**src/rtl/fetch_unit.sv**
```systemverilog
// fetch_unit: two-state instruction fetch stage (fetch, then issue) feeding the main decoder.
// Optional feature macro FETCH_CNT_EN adds a saturating consumed-instruction counter (fetch_count).
module fetch_unit #(
    parameter int unsigned       PC_W     = 8,
    parameter int unsigned       INSTR_W  = 16,
    parameter logic [PC_W-1:0]   RESET_PC = '0
) (
    input  logic               clk,
    input  logic               reset,
    output logic               imem_req,
    output logic [PC_W-1:0]    imem_addr,
    input  logic [INSTR_W-1:0] imem_rdata,
    input  logic               imem_ack,
    input  logic               stall,
    input  logic               redirect,
    input  logic [PC_W-1:0]    redirect_pc,
    output logic [INSTR_W-1:0] instr,
    output logic [3:0]         op,
    output logic [PC_W-1:0]    pc,
    output logic [PC_W-1:0]    pcplus1,
    output logic               instr_valid
`ifdef FETCH_CNT_EN
    ,
    output logic [15:0]        fetch_count
`endif
);

    typedef enum logic {
        S_FETCH = 1'b0,
        S_ISSUE = 1'b1
    } state_e;

    state_e               state_q;
    logic [PC_W-1:0]      fpc_q;
    logic [PC_W-1:0]      pc_q;
    logic [INSTR_W-1:0]   instr_q;

    // Redirect outranks both a same-cycle ack and a held (stalled) instruction.
    always_ff @(posedge clk) begin
        if (reset) begin
            state_q <= S_FETCH;
            fpc_q   <= RESET_PC;
            pc_q    <= RESET_PC;
            instr_q <= '0;
        end else if (redirect) begin
            state_q <= S_FETCH;
            fpc_q   <= redirect_pc;
        end else begin
            case (state_q)
                S_FETCH: begin
                    if (imem_ack) begin
                        instr_q <= imem_rdata;
                        pc_q    <= fpc_q;
                        fpc_q   <= fpc_q + PC_W'(1);
                        state_q <= S_ISSUE;
                    end
                end
                S_ISSUE: begin
                    if (!stall) begin
                        state_q <= S_FETCH;
                    end
                end
                default: state_q <= S_FETCH;
            endcase
        end
    end

    assign imem_req    = (state_q == S_FETCH) && !reset;
    assign imem_addr   = fpc_q;
    assign instr       = instr_q;
    assign op          = instr_q[INSTR_W-1 -: 4];
    assign pc          = pc_q;
    assign pcplus1     = pc_q + PC_W'(1);
    assign instr_valid = (state_q == S_ISSUE);

`ifdef FETCH_CNT_EN
    logic [15:0] cnt_q;
    logic [15:0] cnt_d;

    always_comb begin
        cnt_d = cnt_q;
        if ((state_q == S_ISSUE) && !stall && !redirect && (cnt_q != 16'hFFFF)) begin
            cnt_d = cnt_q + 16'd1;
        end
    end

    always_ff @(posedge clk) begin
        if (reset) begin
            cnt_q <= '0;
        end else begin
            cnt_q <= cnt_d;
        end
    end

    assign fetch_count = cnt_q;
`endif

endmodule

```
**config.mk**
```make
export PLATFORM = sky130hd
export DESIGN_NAME = fetch_unit
export DESIGN_NICKNAME = d
export VERILOG_FILES = /design/src/rtl/fetch_unit.sv
export SDC_FILE = /design/constraint.sdc
export NUM_CORES = 1
export LEC_CHECK = 0
export ABC_AREA = 1
export CORE_AREA = 2 2 64 66
export CTS_CLUSTER_SIZE = 25
export DETAILED_ROUTE_END_ITERATION = 8
export DIE_AREA = 0 0 66 68
export GPL_TIMING_DRIVEN = 0
export HOLD_SLACK_MARGIN = 0.15
export PLACE_DENSITY_LB_ADDON = 0.15
export RECOVER_POWER = 25
export SETUP_SLACK_MARGIN = 0.15
export SYNTH_ARGS = -nofsm -noshare
export SYNTH_HDL_FRONTEND = slang
export SYNTH_SLANG_ARGS = --single-unit
```
**constraint.sdc**
```tcl
create_clock -name clk -period 1.9 [get_ports clk]
set_input_delay 0.285 -clock clk [delete_from_list [all_inputs] [get_ports clk]]
set_output_delay 0.285 -clock clk [all_outputs]
set_load 0.01 [all_outputs]
```
==> impl_results.md <==
- Number of max-cap violations: 0
- TritonCTS clock tree: done
- Final Cycle Share: 87.49%
- Post-synthesis cell count: 219
- Drt first-iter violations: 43
- Mapped Nets: 250
- Startpoint types: flip-flop
- DR vias: 1640
- Hold Violations, Final: 0
- Core area: 0.003856 mm2
- Tmin final: 1.662 ns
- Setup TNS: 0 ns
- Post-route ant nets: 0
- Clock buffer depth: 2
- Pre-antenna DRT Iters: 4
- Commonest cells in the netlist: nand2_1, dfxtp_1, a21oi_1
- Share of cells above drive strength 1: 11.00%
- Tightest Hold Check Type: flip-flop to flip-flop
- Post-synthesis compound-gate area fraction: 13.89%
- Most common cell in the netlist: nand2_1
- Vias in the first global route: 1427
- Slew headroom: 69.51%
- Post-route DRC: 0
- WL per Instance: 11.71 um
- Setup CP Type: flip-flop to output port
- Count of cell types in the netlist: 26
- Area leader, netlist: dfxtp_1
- Largest net degree at the start of global routing: 20
- Setup Viol. Count Final: 0
- Global route total overflow: 0
- Leading post-synthesis cells by cell area: dfxtp_1, nand2_1, a21oi_1
- Post-synth EDFFs: 0
- Pwr dens: 718.3 mW/mm2
- Main combinational cell family by area after synthesis: simple AND/OR/NAND/NOR gates
- Sequential share of the synthesized area: 41.67%
- Syn-to-layout area delta: 55.80%
- Unrepaired setup endpoints after global routing: false
- Initial core utilization: 41.11%
- Post-Synth XOR/XNOR Area: 3.315%
- Clock skew: 0.006134 ns
- Mapped Area: 0.001585 mm2
- Global Route Usage Sum: 18.57%
- Main synth FF type: dfxtp_1
- Total wire length: 4.098 mm
- Vert. Die Dim: 68 um
- Measured slew at the worst slew-check pin: 0.4573 ns
- Crit path max fanout: 4
- End-of-flow core utilization: 64.05%
- CP required: 1.62 ns
- Mux contribution to synthesized area: 0%
- NumNets Final: 330
- Status: complete, no violations
- Clock Latency Late Sink: 0.28 ns
- Initial antenna violation count: 0
- Placer Congestion: 0.8430
- First-pass GRT wire length: 6.334 mm
- Peak VDD IR: 0.4999 mV
- Vias/cell: 4.686
- Synth Area in Adders: 1.579%
- FP Rows: 23
- CTS sink cnt: 33
- Crit end category: output port
- YS warnings: 0
- HPWL after DPL: 3.027 mm
- Clock root cell: clkbuf_8
- Die footprint: 0.004488 mm2
- CTS buffer count: 5
- Ant diodes: 0
- Setup Fix Bufs, Post-CTS: 0
- FMAX: 601.6 MHz
- Ports: 75
- Mean cell area of the mapped netlist: 7.239 um2
- Yosys top cell area share: 41.67%
- Chip Width: 66 um
- Max-slew violation count: 0
- #FFs+latches synth: 33
- Non-filler cells, final: 350
- Clk slew on worst S/H paths: 0.07 ns
- Fraction of registers with async set/reset: 0%
- Simple-Gate Fraction of Synth Area: 27.31%
- Port Buf Inserts: 74
- Leak pwr: 1.016 nW
- Inst Count DP: 343
- H-tree Lvls: 2
- Worst Path Arrival: 1.38 ns
-- cell type report --
class,count,area [um2]
Fill cell,378,1386
Timing Repair Buffer,74,726.9
Multi-Input combinational cell,149,723.2
Sequential cell,33,664.4
Inverter,24,90.09
Clock buffer,7,86.33
Buffer,12,86.33
Tap cell,50,62.56
Clock inverter,1,30.03
-- state kept, by name, summed over array words and instances (netlist names) --
name and cells:
imem_addr 8, instr_valid 1, pc 8, instr 16
-- cell usage in the layout, fill, tap and decap left out, types with 3 or more instances in the layout --
master	instances
buf_4	5
xor2_1	6
clkbuf_1	3
a211oi_1	4
dfxtp_1	30
dlygate4sd2_1	3
dfxtp_2	3
nand2_1	68
clkbuf_8	6
a21oi_1	25
inv_1	23
clkbuf_2	4
o21ai_0	6
nor2_1	17
nor2_2	3
nand3_1	10
nand3_2	3
clkdlybuf4s50_1	64
-- worst max-delay path: stages, from the launching register on --
cell	delay [ns]
dfxtp_2	0.37
ha_2	0.21
nand3_2	0.10
xor2_1	0.15
dlygate4sd2_1	0.28
-- power breakdown --
group / leakage (nW) / switching (W) / internal (W)
logic: 0.686 / 0.000140 / 0.000179
registers: 0.272 / 0.0000356 / 0.000730
clock network: 0.0585 / 0.000262 / 0.000428
total: 1.02 / 0.000438 / 0.00134
-- worst paths after layout --
check / start / to / slack [ns] / cells after the start
worst max-delay path: pc[1] / pcplus1[4] / 0.24 / 4
worst max register to register: instr_valid / pc[1] / 0.49 / 6
worst min-delay path: instr[0] / instr[0] / 0.47 / 2
worst min register to register: instr[0] / instr[0] / 0.47 / 2
-- metrics by stage --
stage          cell area, um2  hold WS (ns)  worst slack (ns)   power, W
6_report                 2470        0.4656            0.2378   0.001774
5_1_grt                  2470        0.4820            0.1693   0.001848
4_1_cts                  2496        0.4668           0.06609   0.001802
3_5_place_dp             2389        0.4568           -0.3210   0.001119
3_3_place_gp             2389        0.4500           -0.3171   0.001114
2_1_floorplan            1585        0.4255            0.5525  0.0009241
-- what timing repair did --
action                                  CTS  global route
resized for setup                        13            10
endpoints found under the setup margin    7             5
pin swaps                                 1             0
hold buffers                              0             0
-- kinds of logic (layout without fill, tap and decap cells) --
group,count (synthesis),count (layout)
XOR/XNOR,6,6
adder cells (fa/ha/maj),2,2
AND/OR/NAND/NOR,102,102
AO/OA/AOI/OAI,39,39
buffers and inverters,37,118
flip-flops,33,33
-- routing by layer --
metal / vias to the layer above / wire [um] / global-route usage, %
met3: 5 / 219 / 5.921
met5: - / 0 / 0
met2: 46 / 1972 / 30.68
li1: 843 / - / -
met1: 746 / 1859 / 23.06
met4: 0 / 46 / 6.122
(Power assumes the default switching activity.)
